**config.mk**
```make
export PLATFORM = sky130hd
export DESIGN_NAME = blk_pack_buf
export DESIGN_NICKNAME = d
export VERILOG_FILES = /design/src/rtl/blk_pack_buf.sv
export SDC_FILE = /design/constraint.sdc
export NUM_CORES = 1
export LEC_CHECK = 0
export BUFFER_PORTS_ARGS = -buffer_cell sky130_fd_sc_hd__buf_4
export CAP_MARGIN = 20
export CORE_MARGIN = 2
export CORE_UTILIZATION = 30
export CTS_BUF_LIST = sky130_fd_sc_hd__clkbuf_2 sky130_fd_sc_hd__clkbuf_4 sky130_fd_sc_hd__clkbuf_8
export DETAILED_ROUTE_END_ITERATION = 6
export HOLD_SLACK_MARGIN = 0.08
export PLACE_DENSITY = 0.54
export SLEW_MARGIN = 5
export SYNTH_ARGS = -nofsm -noshare
export SYNTH_HDL_FRONTEND = slang
export SYNTH_SLANG_ARGS = --single-unit
```
**constraint.sdc**
```tcl
create_clock -name clk -period 6 [get_ports clk]
set_clock_uncertainty 0.1 [all_clocks]
set_input_delay 1.2 -clock clk [delete_from_list [all_inputs] [get_ports clk]]
set_output_delay 1.2 -clock clk [all_outputs]
set_load 0.05 [all_outputs]
```
**src/rtl/blk_pack_buf.sv**
```systemverilog
// blk_pack_buf: packs a 32-bit LE word stream into 128-bit blocks, writes them
// to an external distributed RAM run as a FIFO. Optional macro: BLK_PAD_ZERO_EN.
module blk_pack_buf #(
  parameter int A_WIDTH = 3
) (
  input  logic               clk,
  input  logic               rst_n,
  input  logic               in_valid,
  output logic               in_ready,
  input  logic [31:0]        in_data,
  input  logic               in_last,
  input  logic [2:0]         in_bytes,
  output logic               ram_we,
  output logic [A_WIDTH-1:0] ram_a,
  output logic [127:0]       ram_di,
  output logic [A_WIDTH-1:0] ram_dpra,
  input  logic [127:0]       ram_dpo,
  output logic               blk_valid,
  input  logic               blk_ready,
  output logic [127:0]       blk_data,
  output logic [4:0]         blk_len,
  output logic               blk_last
);
  localparam int unsigned      DEPTH = 2**A_WIDTH;
  localparam logic [A_WIDTH:0] FULL  = (A_WIDTH+1)'(DEPTH);

  logic [1:0]         wcnt_q, wcnt_d;
  logic [95:0]        stage_q, stage_d;
  logic [A_WIDTH-1:0] wr_ptr_q, rd_ptr_q;
  logic [A_WIDTH:0]   count_q, count_d;
  logic [4:0]         len_q [DEPTH];
  logic               last_q [DEPTH];

  logic               acc, push, pop;
  logic [2:0]         b;
  logic [4:0]         len_new;
  logic [127:0]       merged;

  // in_ready depends only on registered occupancy, so a pop never frees a slot
  // for the same cycle.
  assign in_ready  = (count_q != FULL);
  assign acc       = in_valid & in_ready;
  assign push      = acc & ((wcnt_q == 2'd3) | in_last);
  assign blk_valid = (count_q != '0);
  assign pop       = blk_valid & blk_ready;

  assign ram_we    = push & rst_n;
  assign ram_a     = wr_ptr_q;
  assign ram_dpra  = rd_ptr_q;
  assign blk_data  = ram_dpo;
  assign blk_len   = len_q[rd_ptr_q];
  assign blk_last  = last_q[rd_ptr_q];

  always_comb begin
    b = 3'd4;
    if (in_last && in_bytes >= 3'd1 && in_bytes <= 3'd4)
      b = in_bytes;
    len_new = {1'b0, wcnt_q, 2'b00} + {2'b00, b};
  end

  always_comb begin
    merged = {32'd0, stage_q};
    merged[{wcnt_q, 5'd0} +: 32] = in_data;
`ifdef BLK_PAD_ZERO_EN
    for (int unsigned i = 0; i < 16; i++)
      if (5'(i) >= len_new)
        merged[8*i +: 8] = 8'h00;
`endif
    ram_di = merged;
  end

  always_comb begin
    stage_d = stage_q;
    wcnt_d  = wcnt_q;
    if (push) begin
      wcnt_d = '0;
`ifdef BLK_PAD_ZERO_EN
      stage_d = '0;
`endif
    end else if (acc) begin
      stage_d[{wcnt_q, 5'd0} +: 32] = in_data;
      wcnt_d = wcnt_q + 2'd1;
    end
  end

  always_comb begin
    count_d = count_q;
    case ({push, pop})
      2'b10:   count_d = count_q + 1'b1;
      2'b01:   count_d = count_q - 1'b1;
      default: count_d = count_q;
    endcase
  end

  always_ff @(posedge clk or negedge rst_n) begin
    if (!rst_n) begin
      wcnt_q   <= '0;
      stage_q  <= '0;
      wr_ptr_q <= '0;
      rd_ptr_q <= '0;
      count_q  <= '0;
    end else begin
      wcnt_q  <= wcnt_d;
      stage_q <= stage_d;
      count_q <= count_d;
      if (push) wr_ptr_q <= wr_ptr_q + 1'b1;
      if (pop)  rd_ptr_q <= rd_ptr_q + 1'b1;
    end
  end

  // Side metadata is not reset; it is only read once count marks it occupied.
  always_ff @(posedge clk) begin
    if (ram_we) begin
      len_q[wr_ptr_q]  <= len_new;
      last_q[wr_ptr_q] <= in_last;
    end
  end

endmodule

```
* Word level (Yosys, flattened, before mapping)
Memories as Yosys holds them, arrays and structs flattened.
Index checks and enable logic that the tools add are counted.
** Word-level totals
- Input port bits :: 168
- Memories kept :: 2
- Output and inout bits :: 271
- Register bits :: 108
- Logic and storage cells :: 44
- RAM bits :: 48
** Memory list
- len_q :: depth 8, width 5, rd ports 1, clocked after Yosys merged registers in 0, wr ports 1, line 31 : logic [4:0] len_q [DEPTH];
- last_q :: depth 8, width 1, rd ports 1, clocked after Yosys merged registers in 0, wr ports 1, line 32 : logic last_q [DEPTH];
** Cells by class
- $add $sub $neg :: 7
- Shifts and indexed selects :: 4
- Order comparisons :: 2
- Reduce and logical (&&, ||, !) cells :: 6
- Eq/ne operators :: 4
- Mux-type cells :: 8
- Bitwise gates (word level) :: 6
** Operator list (count)
- $bwmux W128 :: 1
- $shift A32 B9 Y128 const A :: 1
- $shiftx A32 B9 Y128 :: 1
- $bwmux W96 :: 1
- $shift A32 B9 Y96 const A :: 1
- $shiftx A32 B9 Y96 :: 1
- $neg A7 Y9 :: 1
- $pmux W4 S2 :: 1
- $add A3 B1 Y3 const B :: 2
- $add A4 B3 Y5 :: 1
- $add A4 B1 Y4 const B :: 1
- $and A1 B1 Y1 :: 4
- $eq A2 B2 Y1 const B :: 2
- $mux W2 :: 2
- $ne A4 B4 Y1 const B :: 1
- $reduce_bool A2 Y1 :: 2
- $reduce_bool A4 Y1 :: 1
- $sub A4 B1 Y4 const B :: 1
- $ge A3 B1 Y1 const B :: 1
- $le A3 B3 Y1 const B :: 1
- $mux W3 :: 1
- $add A2 B1 Y2 const B :: 1
- $eq A2 B1 Y1 const B :: 1
- $logic_and A1 B1 Y1 :: 2
- 4 further kinds :: 5

* Depth between registers and ports, before layout
- Depth in word-level cells :: 6
- Gate-level depth with buffers :: 9
- Mapped depth without buffers :: 8

* Worst setup path before layout
OpenSTA, ideal clock, no wires.
- Path type :: input port to output port
- Start :: input port in_valid
- End :: output port ram_we
- Required time :: 4.700 ns
- Setup slack :: 2.468 ns
- Buffers on the path :: 1
- Arrival :: 2.232 ns
- Stages on the path :: 3
- Cell sequence :: buf_1 and2_1 and3_1
** Between the ends
- Cells in the longest elaborated chain, start to end :: 3
** Ends and longest elaborated chain
- from (decl) :: line 8 : input logic in_valid,
- $and A1 B1 Y1 :: line 42 : assign acc = in_valid & in_ready;
- $and A1 B1 Y1 :: line 43 : assign push = acc & ((wcnt_q == 2'd3) | in_last);
- $and A1 B1 Y1 :: line 47 : assign ram_we = push & rst_n;
- to (decl) :: line 13 : output logic ram_we,
Every way passes these cells.

* Worst setup path in the final report
- Start :: register wcnt_q[0]
- End :: output port ram_di[12]
** Between the ends
- Cells in the longest elaborated chain, start to end :: 3
- Elaborated cells on any way between the ends :: 4
- Classes of those cells :: add/sub: 1; shift: 2; mux: 1
** Ends and longest elaborated chain
- from (decl) :: line 27 : logic [1:0] wcnt_q, wcnt_d;
- from (signal assigned) :: line 103 : wcnt_q <= wcnt_d;
- $neg A7 Y9 * :: line 63 : merged[{wcnt_q, 5'd0} +: 32] = in_data;
- $shiftx A32 B9 Y128 / $shift A32 B9 Y128 (equally long branches) :: line 63
- $bwmux W128 * :: line 63
- to (decl) :: line 15 : output logic [127:0] ram_di,
Mark *: on every way between the ends. The rest lies on a longest branch, timed or not.

==> impl_metrics.csv <==
group,metric,value,unit
cts,cts_setup_buffers,0,
synthesis,synthTopCellsByArea,"dfrtp_1, edfxtp_1, buf_4",
timing,setup_viol,0,
power,p_per_area,484,mW/mm2
worst_setup_path,crit_required,4700,ps
synthesis,netlist_instances,854,
synthesis,synth_cell_types,47,
detailed_routing,drt-initial-drc-count,310,
cells_and_area,final_cells,1282,
timing,slew_headroom,0.326,
timing,fmax,0.217,GHz
power,vdd.ir_drop.worst,0.000269,V
synthesis,synth_top_area_share,0.310,
die,dieWidth,174,um
synthesis,ys_seq_area_frac,0.475,
cts,cts_tree,"built",
global_routing,grt_pass1_vias,6091,
placed_design,gp_congestion,0.762,
synthesis,syn_area,0.00872,mm2
global_routing,grt_max_degree,61,
detailed_routing,ant_nets,0,
detailed_routing,drt-total-wl,24.5,mm
cells_and_area,drive_above_1_share,0.286,
cts,numCtsBuffers,17,
die,die_area,0.0304,mm2
cells_and_area,area_delta_synth_final,12.4,%
detailed_routing,drc,0,
synthesis,async_flop_share,0.692,
cts,clk_latency,460,ps
die,initial_core_util,0.305,
synthesis,synth-edff-count,48,
detailed_routing,firstDrtPassIters,4,
min_path,hp-class,"register to register",
timing,worst_pin_slew,1010,ps
placed_design,place_inst,1250,
cells_and_area,final_nets,1066,
timing,finalHoldViolations,0,
worst_setup_path,cp_max_fo,20,
die,core-area,0.0286,mm2
detailed_routing,wl_per_cell,19.1,um
worst_setup_path,start_kind,"register",
synthesis,synth_ff_type,"dfrtp_1",
cells_and_area,diodes,0,
cts,h-tree-depth,4,
synthesis,synth-seq-cells,156,
cells_and_area,final_util,0.342,
worst_setup_path,worstSetupPathType,"register to primary output",
synthesis,synth_warnings,0,
cts,cts.path.max_buffers,2,
detailed_routing,via_per_inst,4.73,
detailed_routing,vias,6058,
global_routing,antenna_found_initial,0,
worst_setup_path,worstPathArrival,3310,ps
synthesis,avgSynthCellArea,10.2,um2
timing,finalCriticalPeriod,4610,ps
worst_setup_path,cp-end-kind,"primary output",
timing,rsz0062_at_grt,"no",
global_routing,globalRouteOverflowTotal,0,
timing,final_max_slew_viol_count,0,
outcome,outcome,"finished, final reports clean",
global_routing,grt_pass1_wl,37.6,mm
placed_design,hpwl,15.8,mm
timing,fin_setup_tns,0,ps
global_routing,grtUsageTotal,0.161,
die,die_h,174,um
cts,clock-sinks,156,
power,power_leakage,4.22,nW
placed_design,io_buffers,182,
synthesis,yosysTopAreaCell,"dfrtp_1",
timing,post-route-period-util,0.768,
die,io_pins,439,
cts,root_buffer,"clkbuf_8",
cts,cts_hold_buf,0,
flow_run,cap_violations,0,
cts,cts-resized-gates,0,
die,fp-row-count,62,
cts,clk_pin_slew,90,ps
synthesis,synth_nets,1035,
## power by group
| part | switching, mW | total [mW] | internal, mW |
|---|---|---|---|
| registers | 0.200 | 1.52 | 1.32 |
| clock network | 0.485 | 0.846 | 0.361 |
| logic | 1.61 | 2.38 | 0.769 |
## metrics by stage
step	instance area, um2	hold WS, ps	power [mW]	worst slack [ps]
2_1_floorplan	8720	373	3.41	2470
3_3_place_gp	9380	387	3.92	1910
3_5_place_dp	9380	391	3.94	1760
4_1_cts	9800	417	4.81	1270
5_1_grt	9800	423	5.02	1080
6_report	9800	414	4.75	1390
## logic make-up after synthesis
logic type / Yosys count / share of synthesized area
buffers and inverters: 283 / 0.193
AO/OA/AOI/OAI: 200 / 0.158
AND/OR/NAND/NOR: 173 / 0.103
flip-flops: 156 / 0.475
multiplexers: 23 / 0.0449
adder cells (fa/ha/maj): 13 / 0.0195
XOR/XNOR: 6 / 0.00603
## worst max-delay path, cell delays in order (launching register included)
cell and delay [ps]:
dfrtp_1 510, inv_1 180, ha_1 430, nor4bb_4 920, buf_4 420, nand2_1 80, o21ai_0 90, buf_4 230
## per-layer routing
metal  vias up  GRT usage  share of wire
met5         -          0              0
met4         0     0.0336         0.0098
met3        38     0.0501          0.068
met2       202      0.249           0.45
met1      2993      0.221           0.47
li1       2825          -              -
## Yosys cell counts (all sizes together) (3+ instances only)
cell type    n
nand3        6
edfxtp      48
nor3b        3
buf        154
ha          12
clkbuf      26
dfrtp      108
inv        103
mux2         9
a22o        96
mux4        12
nand2       99
and2        35
o21ai       99
nand4        6
and4         3
nor2         5
xnor2        5
## path summary, 6_finish.rpt
kind	cells past startpoint	start	slack [ps]	end
hold / removal	1	stage_q[58]	410	stage_q[58]
setup reg to reg	6	wcnt_q[0]	2600	stage_q[0]
min in group asynchronous	1	rst_n	720	stage_q[47]
setup / recovery	7	wcnt_q[0]	1390	ram_di[12]
max in group asynchronous	2	rst_n	3870	stage_q[66]
hold reg to reg	1	stage_q[58]	410	stage_q[58]
## layout by cell type, fill, tap and decap left out, drive strengths merged, types with 4 or more instances in the layout
cell type and n:
dfrtp 108, buf 192, xnor2 5, nand3 6, clkbuf 17, ha 12
mux4 12, inv 111, a22o 96, nand4 6, mux2 9, o21ai 99
nand2 99, edfxtp 48, nor2 5, clkinv 4, and2 35
## layout make-up
cell class                 count  area, um2
timing repair buffer         192       1440
clock inverter                15        193
fill                        2883      18800
tap                          384        480
multi-input combinational    415       2920
sequential                   156       4140
inverter                     103        387
clock buffer                  17        234
## registers in the layout, summed over array words and instances, names as in the netlist
name / flops
count_q: 4
last_q: 8
len_q: 40
ram_a: 3
ram_dpra: 3
stage_q: 96
wcnt_q: 2
Note: power is estimated with default switching activity, not from simulation.
